--- src/rtl/mac_pipe.sv ---
// Pipelined signed multiply-accumulate with guard bits, saturation and a dual-lane SIMD mode.
// Stages: S1 holds products/opcode, S2 holds the accumulator, then a registered output stage.
module mac_pipe #(
  parameter int DATA_W  = 16,
  parameter int ACC_W   = 32,
  parameter int GUARD_W = 8
) (
  input  logic               clk,
  input  logic               reset,
  input  logic               stall,
  input  logic               in_valid,
  input  logic [2:0]         instruction,
  input  logic [DATA_W-1:0]  multiplier,
  input  logic [DATA_W-1:0]  multiplicand,
  output logic [ACC_W-1:0]   result,
  output logic [GUARD_W-1:0] protect,
  output logic               out_valid,
  output logic               overflow
);

  localparam int H  = DATA_W / 2;
  localparam int FW = ACC_W + GUARD_W;
  localparam int LA = ACC_W / 2;
  localparam int LG = GUARD_W / 2;
  localparam int LW = LA + LG;

  localparam logic signed [FW:0] SAT_MAX  = {{(FW-ACC_W+2){1'b0}}, {(ACC_W-1){1'b1}}};
  localparam logic signed [FW:0] SAT_MIN  = {{(FW-ACC_W+2){1'b1}}, {(ACC_W-1){1'b0}}};
  localparam logic signed [LW:0] LANE_MAX = {{(LW-LA+2){1'b0}}, {(LA-1){1'b1}}};
  localparam logic signed [LW:0] LANE_MIN = {{(LW-LA+2){1'b1}}, {(LA-1){1'b0}}};

  typedef enum logic [2:0] {
    OP_CLR   = 3'b000,
    OP_MUL   = 3'b001,
    OP_MAC   = 3'b010,
    OP_MACS  = 3'b011,
    OP_CLR2  = 3'b100,
    OP_DMUL  = 3'b101,
    OP_DMAC  = 3'b110,
    OP_DMACS = 3'b111
  } op_e;

  logic                   s1Valid_q;
  op_e                    s1Op_q;
  logic [2*DATA_W-1:0]    s1Prod_q,  s1Prod_d;
  logic [DATA_W-1:0]      s1LaneProd_q [2];
  logic [DATA_W-1:0]      s1LaneProd_d [2];

  logic [FW-1:0]          acc_q, acc_d;
  logic                   s2Valid_q;
  logic                   s2Ovf_q, s2Ovf_d;

  logic [ACC_W-1:0]       result_q;
  logic [GUARD_W-1:0]     protect_q;
  logic                   outValid_q;
  logic                   overflow_q;

  logic [2*DATA_W-1:0]    aExt, bExt;
  logic [DATA_W-1:0]      aLane [2];
  logic [DATA_W-1:0]      bLane [2];

  logic [FW-1:0]          prodExt;
  logic signed [FW:0]     sumWide;
  logic [FW-1:0]          satAcc;
  logic                   satOvf;
  logic [FW-1:0]          dualAcc;
  logic                   dualOvf;

  // Full-width product for single mode and one product per half-width lane for dual mode.
  always_comb begin
    aExt     = {{DATA_W{multiplier[DATA_W-1]}}, multiplier};
    bExt     = {{DATA_W{multiplicand[DATA_W-1]}}, multiplicand};
    s1Prod_d = aExt * bExt;
    aLane[0] = {{H{multiplier[H-1]}}, multiplier[H-1:0]};
    bLane[0] = {{H{multiplicand[H-1]}}, multiplicand[H-1:0]};
    aLane[1] = {{H{multiplier[DATA_W-1]}}, multiplier[DATA_W-1:H]};
    bLane[1] = {{H{multiplicand[DATA_W-1]}}, multiplicand[DATA_W-1:H]};
    s1LaneProd_d[0] = aLane[0] * bLane[0];
    s1LaneProd_d[1] = aLane[1] * bLane[1];
  end

  // Single-lane sum is one bit wider so the saturating clamp can see true overflow.
  always_comb begin
    prodExt = {{(FW-2*DATA_W){s1Prod_q[2*DATA_W-1]}}, s1Prod_q};
    sumWide = {acc_q[FW-1], acc_q} + {prodExt[FW-1], prodExt};
    satOvf  = 1'b0;
    satAcc  = {{GUARD_W{sumWide[ACC_W-1]}}, sumWide[ACC_W-1:0]};
    if (sumWide > SAT_MAX) begin
      satAcc = {{(GUARD_W+1){1'b0}}, {(ACC_W-1){1'b1}}};
      satOvf = 1'b1;
    end else if (sumWide < SAT_MIN) begin
      satAcc = {{(GUARD_W+1){1'b1}}, {(ACC_W-1){1'b0}}};
      satOvf = 1'b1;
    end
  end

  // Each lane owns half of result and half of protect; nothing carries between lanes.
  always_comb begin
    logic [LW-1:0]      laneF;
    logic [LW-1:0]      laneP;
    logic signed [LW:0] laneWide;
    logic [LW-1:0]      laneNew;
    dualAcc = acc_q;
    dualOvf = 1'b0;
    for (int l = 0; l < 2; l++) begin
      laneF    = {acc_q[ACC_W + l*LG +: LG], acc_q[l*LA +: LA]};
      laneP    = {{(LW-DATA_W){s1LaneProd_q[l][DATA_W-1]}}, s1LaneProd_q[l]};
      laneWide = {laneF[LW-1], laneF} + {laneP[LW-1], laneP};
      laneNew  = laneF;
      case (s1Op_q)
        OP_DMUL: laneNew = laneP;
        OP_DMAC: laneNew = laneWide[LW-1:0];
        OP_DMACS: begin
          if (laneWide > LANE_MAX) begin
            laneNew = {{(LG+1){1'b0}}, {(LA-1){1'b1}}};
            dualOvf = 1'b1;
          end else if (laneWide < LANE_MIN) begin
            laneNew = {{(LG+1){1'b1}}, {(LA-1){1'b0}}};
            dualOvf = 1'b1;
          end else begin
            laneNew = {{LG{laneWide[LA-1]}}, laneWide[LA-1:0]};
          end
        end
        default: laneNew = laneF;
      endcase
      dualAcc[ACC_W + l*LG +: LG] = laneNew[LW-1:LA];
      dualAcc[l*LA +: LA]         = laneNew[LA-1:0];
    end
  end

  always_comb begin
    acc_d   = acc_q;
    s2Ovf_d = 1'b0;
    if (s1Valid_q) begin
      case (s1Op_q)
        OP_CLR, OP_CLR2: acc_d = '0;
        OP_MUL:          acc_d = prodExt;
        OP_MAC:          acc_d = sumWide[FW-1:0];
        OP_MACS: begin
          acc_d   = satAcc;
          s2Ovf_d = satOvf;
        end
        default: begin
          acc_d   = dualAcc;
          s2Ovf_d = dualOvf;
        end
      endcase
    end
  end

  // Stall freezes every stage at once; reset overrides stall.
  always_ff @(posedge clk or posedge reset) begin
    if (reset) begin
      s1Valid_q       <= 1'b0;
      s1Op_q          <= OP_CLR;
      s1Prod_q        <= '0;
      s1LaneProd_q[0] <= '0;
      s1LaneProd_q[1] <= '0;
      acc_q           <= '0;
      s2Valid_q       <= 1'b0;
      s2Ovf_q         <= 1'b0;
      result_q        <= '0;
      protect_q       <= '0;
      outValid_q      <= 1'b0;
      overflow_q      <= 1'b0;
    end else if (!stall) begin
      s1Valid_q       <= in_valid;
      s1Op_q          <= op_e'(instruction);
      s1Prod_q        <= s1Prod_d;
      s1LaneProd_q[0] <= s1LaneProd_d[0];
      s1LaneProd_q[1] <= s1LaneProd_d[1];
      acc_q           <= acc_d;
      s2Valid_q       <= s1Valid_q;
      s2Ovf_q         <= s2Ovf_d;
      result_q        <= acc_q[ACC_W-1:0];
      protect_q       <= acc_q[FW-1:ACC_W];
      outValid_q      <= s2Valid_q;
      overflow_q      <= s2Ovf_q;
    end
  end

  assign result    = result_q;
  assign protect   = protect_q;
  assign out_valid = outValid_q;
  assign overflow  = overflow_q;

endmodule

--- config.mk ---
export PLATFORM = sky130hd
export DESIGN_NAME = mac_pipe
export DESIGN_NICKNAME = d
export VERILOG_FILES = /design/src/rtl/mac_pipe.sv
export SDC_FILE = /design/constraint.sdc
export NUM_CORES = 2
export LEC_CHECK = 0
export ABC_AREA = 1
export BUFFER_PORTS_ARGS = -buffer_cell sky130_fd_sc_hd__buf_2
export CAP_MARGIN = 10
export CORE_AREA = 8 8 254 256
export DETAILED_ROUTE_END_ITERATION = 6
export DIE_AREA = 0 0 262 264
export PLACE_DENSITY = 0.58
export SYNTH_ARGS = -nofsm -noshare
export SYNTH_HDL_FRONTEND = slang
export SYNTH_SLANG_ARGS = --single-unit
--- constraint.sdc ---
create_clock -name clk -period 6.5 [get_ports clk]
set_input_delay 0.975 -clock clk [delete_from_list [all_inputs] [get_ports clk]]
set_output_delay 0.975 -clock clk [all_outputs]
set_load 0.02 [all_outputs]
==> metrics.txt <==
pin count of the biggest net entering global routing=75; total grt overflow=0; WP data arrival=roughly 6.5 ns; Final Hold Fails=0; die width=262 um; Die ar.=~0.069 mm^2; num ports=between 80 and 90; IO buf count=80; core area=between 0.06 and 0.07 mm^2; Die Y=between 200 and 300 um; vias in the first global route=about 23k; total negative setup slack=0 ns; Required @ worst endpoint=6.84 ns; WS Path Type=in2reg; Synth cell types=55; Seq cells post-synth=150; final setup violating endpoints=0; DRC=0; Tcrit/Tclk final=between 90% and 100%; first-pass GRT wire length=around 130 mm; design area=0.02950 mm^2; DRT iter0 DRCs=1577; Post-synth top cells=1125 x nand2_1, 856 x inv_1, 352 x fa_1, 216 x ha_1, 161 x a21oi_1; wire length per cell=~17 um; # rows=about 90; nature of the critical path startpoint=input port; Total Wirelength=approximately 79 mm; CTS Sinks=150; dpl hpwl=65.77 mm; htree depth=4; via count=~23k; Seq/Total Area, Yosys=13.94%; initial antenna violation count=1; ys async rst share=100.0%; status=finished clean; CTS tree=built; Avg Inst Size Synth=between 7 and 8 um^2; Clk Latency, worst-skew pair=roughly 0.45 ns; Worst-Margin Slew=about 1.0 ns; Yosys top cell area share=a little over a quarter; hold buffer count at CTS=0; area delta synth->final=9.513%; RSZ-0062 raised after global routing=false; 1st-pass router iterations=5; Rel. slew slack=30.59%; layout cell share with drive strength beyond 1=under 10%; largest fanout on the critical path=9; Top FF cell, synth=dfrtp_1; Cells after Synth=between 3k and 4k; CP endpoint kind=register; Final min period=6.117 ns; Synth area leader=fa_1; Clock Skew=~0.013 ns; placer congestion estimate=a little under 1; Fmax=163.5 MHz; Gates resized, CTS repair=0; max cap viols=0; Post-Syn Area=0.02694 mm^2; Root Driver=clkbuf_16; number of synthesized flops with an enable pin=0; worst hold path type=reg2reg; total setup buffers inserted after CTS=0; GRT Util Overall=a little under a quarter; Starting Density=around 44%; synth warn=0; CTS buffer count=17; Via density=between 4 and 5; Fill cells=around 6.4k; top-count cell post-synth=nand2_1; placed cell area=0.02889 mm^2; Bufs on Longest Clock Path=2; remaining antenna violation count=0; Synthesized Nets=approximately 4.4k; pins over their slew limit=0; synth top area cells=fa_1 26%, nand2_1 16%, dfrtp_1 14%; CTS clk-pin slew, worst paths=0.07 ns; Final nets=~4.5k
through the flow:
| stage | instances | hold WS (ns) | worst slack, ns | util (%) |
|---|---|---|---|---|
| 2_1_floorplan | 3762 | 0.4422 | 0.01282 | - |
| 3_3_place_gp | 4646 | 0.4613 | -0.03886 | 47.52 |
| 3_5_place_dp | 4646 | 0.4643 | -0.09402 | 47.52 |
| 4_1_cts | 4678 | 0.4823 | 0.3597 | 48.50 |
| 5_1_grt | 4678 | 0.4970 | 0.03748 | 48.51 |
| 6_report | 4679 | 0.4757 | 0.3832 | 48.52 |
per-layer routing:
metal | up-vias | global-route usage [%] | part of all wire [%]
met2 | 525 | 36.92 | 45
met4 | 2 | 5.200 | 2.0
li1 | 11635 | - | -
met1 | 11067 | 33.69 | 49
met3 | 86 | 2.042 | 4.1
met5 | - | 0 | 0.011
area by class of cell:
type | count | area (um^2) | area share (%)
Antenna cell | 1 | 2.502 | 0.008483
Clock buffer | 20 | 456.7 | 1.548
Tap cell | 790 | 988.4 | 3.351
Clock inverter | 12 | 141.4 | 0.4793
Multi-Input combinational cell | 2611 | 19400 | 65.77
Sequential cell | 150 | 3754 | 12.72
Timing Repair Buffer | 216 | 1449 | 4.912
Inverter | 879 | 3306 | 11.21
worst max-delay path, cell delays in order:
cell	delay, ns
buf_2	0.20
buf_4	0.22
nand2_1	0.07
inv_1	0.10
fa_1	0.45
fa_1	0.51
fa_1	0.57
fa_1	0.43
fa_1	0.49
inv_1	0.05
fa_1	0.47
inv_1	0.04
ha_1	0.32
nand2_1	0.09
nor2_1	0.12
nor3b_1	0.26
nand4_1	0.12
nand3_1	0.14
nand3_1	0.08
nand2_1	0.08
nand2_1	0.07
nand3_1	0.09
a31oi_1	0.09
or2_2	0.28
nand3_1	0.07
nand2_1	0.06
logic make-up (layout without fill, tap and decap cells):
family	count (synthesis)	count (layout)	synth area share (%)
other	0	1	0
DFF	150	150	13.94
xor gates and xnor gates	85	85	2.820
adders and majority gates	568	568	36.19
AOI/OAI and AO/OA	383	383	8.245
and+or+nand+nor	1575	1575	24.63
buffers and inverters	1001	1127	14.18
state kept, by name, indices dropped and copies added (netlist names):
name,flops
protect,8
s1LaneProd_q,30
s1Valid_q,1
out_valid,1
overflow,1
s1Prod_q,32
acc_q,40
s1Op_q,3
s2Valid_q,1
result,32
s2Ovf_q,1
cells in the final DEF, fill, tap and decap left out, types with 4 or more instances in the layout:
cell / netlist / routed
nand2_1: 1125 / 1124
inv_1: 856 / 854
fa_1: 352 / 352
ha_1: 216 / 216
a21oi_1: 161 / 160
dfrtp_1: 150 / 150
nand3_1: 142 / 142
nor2_1: 141 / 140
buf_4: 1 / 135
o21ai_0: 109 / 109
buf_2: 9 / 79
xor2_1: 47 / 47
xnor2_1: 36 / 36
nand4_1: 33 / 33
or2_2: 28 / 28
nand3b_1: 25 / 25
a31oi_1: 23 / 23
nand3_2: 22 / 22
nor2_2: 19 / 20
a221o_1: 19 / 19
clkbuf_16: 0 / 17
o21bai_1: 14 / 14
clkinv_1: 14 / 14
nor3_1: 14 / 11
nand2_2: 10 / 11
inv_2: 9 / 9
o221ai_1: 9 / 9
o211ai_1: 8 / 8
o31ai_1: 6 / 6
o22ai_1: 6 / 6
o21ai_1: 5 / 5
inv_6: 0 / 5
nor3_2: 2 / 5
o21a_1: 4 / 4
a21o_1: 4 / 4
worst paths after layout:
path | start | endpoint | slack [ns] | cells after the start
setup / recovery | multiplier[11] | s1Prod_q[31]$_DFFE_PP0N_ | 0.38 | 26
hold / removal | result[28]$_DFFE_PP0N_ | result[28]$_DFFE_PP0N_ | 0.48 | 2
setup reg to reg | s1Prod_q[0]$_DFFE_PP0N_ | acc_q[14]$_DFFE_PP0P_ | 2.22 | 22
hold reg to reg | result[28]$_DFFE_PP0N_ | result[28]$_DFFE_PP0N_ | 0.48 | 2
max in group asynchronous | reset | s1LaneProd_q[15]$_DFFE_PP0N_ | 4.89 | 3
min in group asynchronous | reset | result[7]$_DFFE_PP0N_ | 0.52 | 2
Power is left out: the tool's default activity adds up to more than one toggle a clock period on the data nets, which glitch-free logic cannot reach.
